[src/rtl/lsu_stage.sv]
// Load/store unit stage: single outstanding memory access, timeout, lane shifting.
// Optional misalignment trap enabled by defining LSU_MISALIGN_TRAP_EN.
module lsu_stage #(
  parameter int XLEN     = 32,
  parameter int MAX_WAIT = 15
) (
  input  logic              clk,
  input  logic              rst,
  input  logic              load,
  input  logic              store,
  input  logic [2:0]        fun3,
  input  logic [XLEN-1:0]   alu_out_address,
  input  logic [XLEN-1:0]   op_b,
  input  logic              valid,
  input  logic [XLEN-1:0]   mem_rdata,
  output logic              request,
  output logic              we_re,
  output logic [XLEN-1:0]   mem_addr,
  output logic [XLEN/8-1:0] mask,
  output logic [XLEN-1:0]   store_data_out,
  output logic [XLEN-1:0]   wrap_load_out,
  output logic              stall,
  output logic              done,
  output logic              bus_err,
  output logic              misalign_err
);

  localparam int NB = XLEN / 8;
  localparam int OW = $clog2(NB);
  localparam int CW = (MAX_WAIT < 2) ? 1 : $clog2(MAX_WAIT);

  typedef enum logic [1:0] {
    IDLE,
    BUSY,
    RESP
  } state_t;

  state_t        state;
  state_t        state_nx;
  logic [CW-1:0] cnt;
  logic          tmo;

  logic          acc;
  logic          legal;
  logic          mis_c;
  logic          ok;
  logic [1:0]    sz;
  logic [OW-1:0] off_raw;
  logic [OW-1:0] amask;
  logic [OW-1:0] off;
  logic [NB-1:0] lane;
  logic [NB-1:0] mask_c;
  logic [XLEN-1:0] bmask;
  logic [XLEN-1:0] sd_c;

  logic          store_q;
  logic [2:0]    fun3_q;
  logic [OW-1:0] off_q;
  logic          err_q;
  logic          mis_q;

  logic [XLEN-1:0] sh;
  logic [XLEN-1:0] lm;
  logic            sgn;
  logic [XLEN-1:0] ext;

  assign acc     = load | store;
  assign sz      = fun3[1:0];
  assign off_raw = alu_out_address[OW-1:0];
  assign amask   = {OW{1'b1}} << sz;
  assign off     = off_raw & amask;
  assign lane    = ~({NB{1'b1}} << (4'd1 << sz));
  assign mask_c  = lane << off;
  assign bmask   = ~({XLEN{1'b1}} << (7'd8 << sz));
  assign sd_c    = (op_b & bmask) << {off, 3'b000};

`ifdef LSU_MISALIGN_TRAP_EN
  assign mis_c        = (off_raw & ~amask) != '0;
  assign misalign_err = mis_q;
`else
  assign mis_c        = 1'b0;
  assign misalign_err = 1'b0;
`endif

  assign ok = legal & ~mis_c;

  // Legal width codes depend on access type and XLEN; store wins over load.
  always_comb begin
    legal = 1'b0;
    if (store) begin
      case (fun3)
        3'b000, 3'b001, 3'b010: legal = 1'b1;
        3'b011:                 legal = (XLEN == 64);
        default:                legal = 1'b0;
      endcase
    end else if (load) begin
      case (fun3)
        3'b000, 3'b001, 3'b010,
        3'b100, 3'b101:         legal = 1'b1;
        3'b011, 3'b110:         legal = (XLEN == 64);
        default:                legal = 1'b0;
      endcase
    end
  end

  // Load result: shift selected lanes down, then zero- or sign-extend.
  always_comb begin
    sh  = mem_rdata >> {off_q, 3'b000};
    lm  = ~({XLEN{1'b1}} << (7'd8 << fun3_q[1:0]));
    sgn = 1'b0;
    unique case (fun3_q[1:0])
      2'd0:    sgn = sh[7];
      2'd1:    sgn = sh[15];
      2'd2:    sgn = sh[31];
      default: sgn = sh[XLEN-1];
    endcase
    ext = sh & lm;
    if (!fun3_q[2] && sgn) ext = ext | ~lm;
  end

  assign tmo = (cnt == CW'(MAX_WAIT - 1));

  // State register.
  always_ff @(posedge clk) begin
    if (!rst) state <= IDLE;
    else      state <= state_nx;
  end

  // Next state: errors detected at issue bypass the bus entirely.
  always_comb begin
    state_nx = state;
    unique case (state)
      IDLE: if (acc) state_nx = ok ? BUSY : RESP;
      BUSY: if (valid || tmo) state_nx = RESP;
      RESP: state_nx = IDLE;
      default: state_nx = IDLE;
    endcase
  end

  // Access latch, wait counter and response capture.
  always_ff @(posedge clk) begin
    if (!rst) begin
      cnt            <= '0;
      store_q        <= 1'b0;
      fun3_q         <= '0;
      off_q          <= '0;
      mem_addr       <= '0;
      mask           <= '0;
      store_data_out <= '0;
      wrap_load_out  <= '0;
      err_q          <= 1'b0;
      mis_q          <= 1'b0;
    end else begin
      unique case (state)
        IDLE: begin
          if (acc) begin
            cnt            <= '0;
            store_q        <= store;
            fun3_q         <= fun3;
            off_q          <= off;
            mem_addr       <= alu_out_address;
            mask           <= ok ? mask_c : '0;
            store_data_out <= (ok && store) ? sd_c : '0;
            wrap_load_out  <= '0;
            err_q          <= ~legal;
            mis_q          <= legal & mis_c;
          end
        end
        BUSY: begin
          if (valid) begin
            cnt           <= '0;
            wrap_load_out <= store_q ? '0 : ext;
          end else if (tmo) begin
            cnt           <= '0;
            err_q         <= 1'b1;
            wrap_load_out <= '0;
          end else begin
            cnt <= cnt + 1'b1;
          end
        end
        RESP: begin
          err_q <= 1'b0;
          mis_q <= 1'b0;
        end
        default: ;
      endcase
    end
  end

  assign request = (state == BUSY);
  assign we_re   = request & store_q;
  assign stall   = ((state == IDLE) & acc) | (state == BUSY);
  assign done    = (state == RESP);
  assign bus_err = err_q;

endmodule

[config.mk]
export PLATFORM = sky130hd
export DESIGN_NAME = lsu_stage
export DESIGN_NICKNAME = d
export VERILOG_FILES = /design/src/rtl/lsu_stage.sv
export SDC_FILE = /design/constraint.sdc
export NUM_CORES = 1
export LEC_CHECK = 0
export ABC_CLOCK_PERIOD_IN_PS = 2450
export CORE_UTILIZATION = 40
export DETAILED_ROUTE_END_ITERATION = 16
export PLACE_DENSITY = 0.76
export SLEW_MARGIN = 10
export SYNTH_ARGS = -nofsm -noshare
export SYNTH_HDL_FRONTEND = slang
export SYNTH_SLANG_ARGS = --single-unit
[constraint.sdc]
create_clock -name clk -period 2.45 [get_ports clk]
set_input_delay 0.3675 -clock clk [delete_from_list [all_inputs] [get_ports clk]]
set_output_delay 0.3675 -clock clk [all_outputs]
set_load 0.02 [all_outputs]
Word-level counts from Yosys, hierarchy flattened. Cells that the tools add are included.

Register bits: 113. Output and inout port bits: 106.

Multiplexer cells: 25. Add/subtract/negate cells: 1. Bitwise gates (word level): 13. Shift-type cells: 10. Eq/ne operators: 13. Reduce and logical (&&, ||, !) cells: 16.

Operator list (number): 2-to-1 mux 32 bit (6); inverter 32 bit (3); bitwise AND 32 bit (2); case mux 32 bit (2 select lines) (1); left shift 32 x 7 -> 32 bit, first input constant (2); OR 32 bit (1); left shift 32 x 5 -> 32 bit (1); >> shifter 32 x 5 -> 32 bit (1); 2-to-1 mux 4 bit (4); left shift 4 x 2 -> 7 bit, first input constant (2); case mux 4 bit (2 select lines) (1); 2-to-1 mux 1 bit (7); equality test 3 bit, second input constant (2); 2-to-1 mux 2 bit (3); AND reduction 2 bit (3); OR reduction 5 bit (1); adder 4 x 1 -> 4 bit, second input constant (1); equality test 2 x 1 -> 1 bit, second input constant (2); equality test 4 bit, second input constant (1); zero test 2 bit (2); != test 2 x 1 -> 1 bit, second input constant (2); != test 2 bit, second input constant (2); inverter 4 bit (1); case mux 2 bit (2 select lines) (1); other kinds (23) (26).

Logic depth before layout (Yosys ltp).
Word-level depth: 9. Depth in mapped cells: 9. Depth with buffers taken out: 6.

Worst setup path after synthesis. Ideal clock, no wire load.

Path type: register -> register. Start point: reg state[1]. End point: reg wrap_load_out[24]. Stages on the path, launching flop included: 8. Path slack: 0.306 ns. Path buffers: 1. Data required time: 2.390 ns. Clock period less this slack: 2.144 ns. Data arrival time: 2.085 ns. Cell sequence: dfxtp_1 > inv_1 > ha_1 > inv_1 > or4_4 > a2111oi_4 > buf_6 > a221o_1.

Longest elaborated chain between the ends: 3.

Ends and longest elaborated chain: from (decl) (line 38) `state_t state;`; from (signal assigned) (line 126) `else state <= state_nx;`; equality test 2 x 1 -> 1 bit (*); named net request (line 16) `output logic request,`; != test 3 x 2 -> 1 bit (no source line) / nonzero test 2 bit (equally long branches); AND reduction 3 bit (no source line); to (signal assigned) (line 172) `wrap_load_out <= store_q ? '0 : ext;`; to (decl) (line 21) `output logic [XLEN-1:0] wrap_load_out,`.

The timed path passes the listed nets; every way through them passes the cells marked *. A chain may end at the register's enable or synchronous reset.

Worst setup path in the final report.
Start point: reg state[0]. End point: out stall.

Longest elaborated chain between the ends: 3.

Ends and longest elaborated chain: zero test 2 bit (line 192) `assign stall = ((state == IDLE) & acc) | (state == BUSY);`; bitwise AND 1 bit (line 192); OR 1 bit (*) (line 192); to (decl) (line 22) `output logic stall,`.

Mark *: on every way between the ends. The rest lies on a longest branch, timed or not.

==> summary.md <==
| Metric | Value |
|---|---|
| Met2 WL | `~7400 um` |
| Area contributors post-synth | `dfxtp_1, nand2_1, a21boi_0` |
| CTS Buffer Depth | `2` |
| Post-synthesis sequential area ratio | `44.9%` |
| CP arrival | `1.98 ns` |
| Max-slew violations | `0` |
| Number of routed nets with antenna violations | `0` |
| Die ar. | `roughly 0.013 sq mm` |
| Core ar. | `approximately 0.012 sq mm` |
| # fillers | `approximately 1000` |
| R2R Setup Slk | `0.27 ns` |
| Kind of critical path | `reg2out` |
| Post-synth top flop | `dfxtp_1` |
| Req. time, crit path | `~2.1 ns` |
| Synthesized area | `between 0.005 and 0.006 sq mm` |
| Mapped Avg Cell Area | `between 9 and 10 sq um` |
| Critical Path Sink | `stall` |
| Synth Warn # | `0` |
| Clock Latency Late Sink | `roughly 0.40 ns` |
| DRT iter0 DRCs | `364` |
| Asr flop ratio synth | `0%` |
| Post-Synthesis Cells | `about 560` |
| FP Rows | `40` |
| Metal3 WL | `between 1500 and 2000 um` |
| Final WS setup | `about 0.10 ns` |
| Pwr dens | `approximately 690 mW/mm^2` |
| Layout cells sized above 1 | `about a tenth` |
| Routed via count | `between 5000 and 6000` |
| CP Launch Point | `state[0]$_SDFFE_PN0P_` |
| CP peak stage delay | `between 0.6 and 0.7 ns` |
| IO Pins | `210` |
| DR vias/cell | `5.38` |
| Post-Syn Nets | `667` |
| Maximum net fanout on the critical path | `11` |
| Setup Skew | `about 0.0059 ns` |
| Achievable Freq | `between 400 and 500 MHz` |
| CTS tree | `yes` |
| Number of synthesized register bits | `between 100 and 150` |
| Leak | `just under 0.003 uW` |
| DRT Pass-1 Iters | `5` |
| IR drop worst, VDD | `~0.45 mV` |
| Synth area leader | `dfxtp_1` |
| Cell Chain, Critical Path | `inv_1 > ha_1 > buf_4 > o21ai_4 > nand2_1 > clkdlybuf4s50_1` |
| Post-CTS setup buffer count | `0` |
| Crit. End Element | `output pin` |
| Final Wtd Congestion | `slightly below 0.9` |
| # resized after CTS | `0` |
| Final setup fails | `0` |
| Top sig layer | `met4` |
| Worst hold path class | `in2reg` |
| Max Cap Viol | `0` |
| Clk sinks | `roughly 110` |
| Starting Density | `41.4%` |
| GRT overflow | `0` |
| Die X | `between 100 and 150 um` |
| CP startpoint kind | `flop` |
| Antenna violations before repair | `0` |
| Detailed-route DRC error count | `0` |
| Layout Area Growth over Synthesis | `56.5%` |
| Cts hold-fix bufs | `0` |
| Slew headroom | `between 50 and 60%` |
| Least-Margin Pin Slew | `0.688 ns` |
| Minimum clock period | `about 2.3 ns` |
| Antenna cell count | `0` |
| Worst-case reg-to-reg path depth | `6` |
| Root buf cell | `clkbuf_16` |
| Place WS | `0.202 ns` |
| R2r endpoint | `wrap_load_out[30]$_SDFFE_PN0P_` |
| Die H | `between 100 and 150 um` |
| Final TNS setup | `0 ns` |
| Clock Pin Slew Worst Setup and Hold Paths | `around 0.05 ns` |
| First-pass GRT wire length | `24900 um` |
| Vias in the first global route | `between 4000 and 5000` |
| Outcome | `complete, no violations` |
| RSZ-0062 raised after global routing | `no` |
| Count of different cell masters after synthesis | `53` |
| Post-DR wirelength/cell | `between 15 and 20 um` |
| Drt total wl | `between 15000 and 20000 um` |
| Post-DP HPWL | `roughly 12000 um` |
| CTS Buf Count | `17` |
| Area fraction of the dominant cell type after synthesis | `approximately 45%` |
| Crit share post-route | `95.9%` |
| Port bufs | `approximately 210` |
| Worst R2R Start | `state[0]$_SDFFE_PN0P_` |
| Post-synth EDFFs | `0` |
| Overall fraction of global-route tracks in use | `~25%` |
| H-tree Lvls | `4` |
| Largest net degree at the start of global routing | `45` |
| Final hold violations | `0` |
| Nets@finish | `around 870` |
| Slowest CP cell | `clkdlybuf4s50_1` |
| Metal-1 WL | `6280 um` |
## flip-flops by register name, indices dropped and copies added, names as in the netlist, 2 cells and up
name / count
mask: 4
wrap_load_out: 32
off_q: 2
store_data_out: 32
cnt: 4
fun3_q: 3
mem_addr: 32
state: 2
## synth_stat cells, types with 3 or more instances
cell type / count
clkbuf_1: 33
buf_4: 3
ha_1: 6
o2bb2ai_1: 8
o2111ai_1: 3
a21boi_0: 44
and2_1: 4
nor2_1: 21
inv_1: 4
nand3_1: 6
dfxtp_1: 113
a221o_1: 17
nor2b_1: 12
a21oi_1: 23
mux2i_1: 16
buf_2: 6
or2_2: 3
nor3b_1: 4
o21ai_0: 34
nand2b_1: 3
mux2_2: 8
nand2_1: 108
a22o_1: 12
nor3_1: 3
a32o_1: 16
a22oi_1: 15
## worst max-delay path, delay by kind of cell, from the launching register on
| family | cells | cell delay [ns] |
|---|---|---|
| buffers and inverters | 3 | 0.92 |
| DFF | 1 | 0.33 |
| adders and majority gates | 1 | 0.17 |
| and+or+nand+nor | 1 | 0.09 |
| AOI/OAI and AO/OA | 1 | 0.07 |
## cells by family after synthesis
logic type,synth area share (%)
flops,44.9
buf+inv,4.17
mux,5.26
fa+ha+maj,1.49
other cells,0.0744
xor+xnor,0.522
compound gates,28.1
simple gates,15.5
## power by group
| group | total (uW) | leakage, uW | internal [uW] | switching [uW] |
|---|---|---|---|---|
| combinational | 1110 | 0.00170 | 518 | 593 |
| clock | 2280 | 0.000281 | 1500 | 778 |
| sequential | 2010 | 0.000920 | 1950 | 66.0 |
| total | 5410 | 0.00290 | 3970 | 1440 |
## per-stage QoR
stage	std cells	util, %	instance area [sq um]	power (uW)	hold WS (ns)
after floorplan	557	-	5040	2610	0.452
after global placement	911	60.3	7330	3130	0.446
after detailed placement	911	60.3	7330	3150	0.444
after CTS	941	64.8	7890	5460	0.427
after global routing	941	64.8	7890	5650	0.440
final	941	64.8	7890	5410	0.446
## layout by cell type (no fill, tap or decap), drive strengths merged, types with 3 or more instances in the layout
master and count:
clkdlybuf4s50 207, dfxtp 113, nand2 108, a21boi 45
o21ai 34, buf 24, clkbuf 24, a21oi 23
nor2 22, a221o 17, mux2i 16, a32o 16
a22oi 15, a22o 12, nor2b 12, mux2 9
o2bb2ai 8, nand3 6, ha 6, clkinv 5
and2 5, nor3b 5, inv 4, nor3 4
or2 3, nand2b 3, o2111ai 3
## how the worst min path moves through the flow
stage                                    start                         endpoint  slack [ns]  cells past startpoint
2_1_floorplan             store_q$_SDFFE_PN0P_             store_q$_SDFFE_PN0P_        0.45                      2
3_3_place_gp     wrap_load_out[1]$_SDFFE_PN0P_    wrap_load_out[1]$_SDFFE_PN0P_        0.45                      1
3_5_place_dp   store_data_out[10]$_SDFFE_PN0P_  store_data_out[10]$_SDFFE_PN0P_        0.44                      2
4_1_cts                                    rst            state[0]$_SDFFE_PN0P_        0.43                      3
5_1_grt                                    rst            state[0]$_SDFFE_PN0P_        0.44                      3
6_report                                   rst            state[0]$_SDFFE_PN0P_        0.45                      3
## per-layer routing
metal	track usage, %	vias to the layer above
met4	11.2	0
met5	0	-
met1	28.2	2367
met3	10.1	37
li1	-	2410
met2	40.3	252
## final cells by class
class	count	area [sq um]	share of cell area [%]
clock buffer	24	502	6.36
tap	168	210	2.67
sequential	113	2260	28.7
inverter	4	15.0	0.190
clock inverter	6	55.1	0.698
multi-input combinational	395	2580	32.7
timing repair buffer	231	2260	28.7
Note: power is estimated with default switching activity, not from simulation.
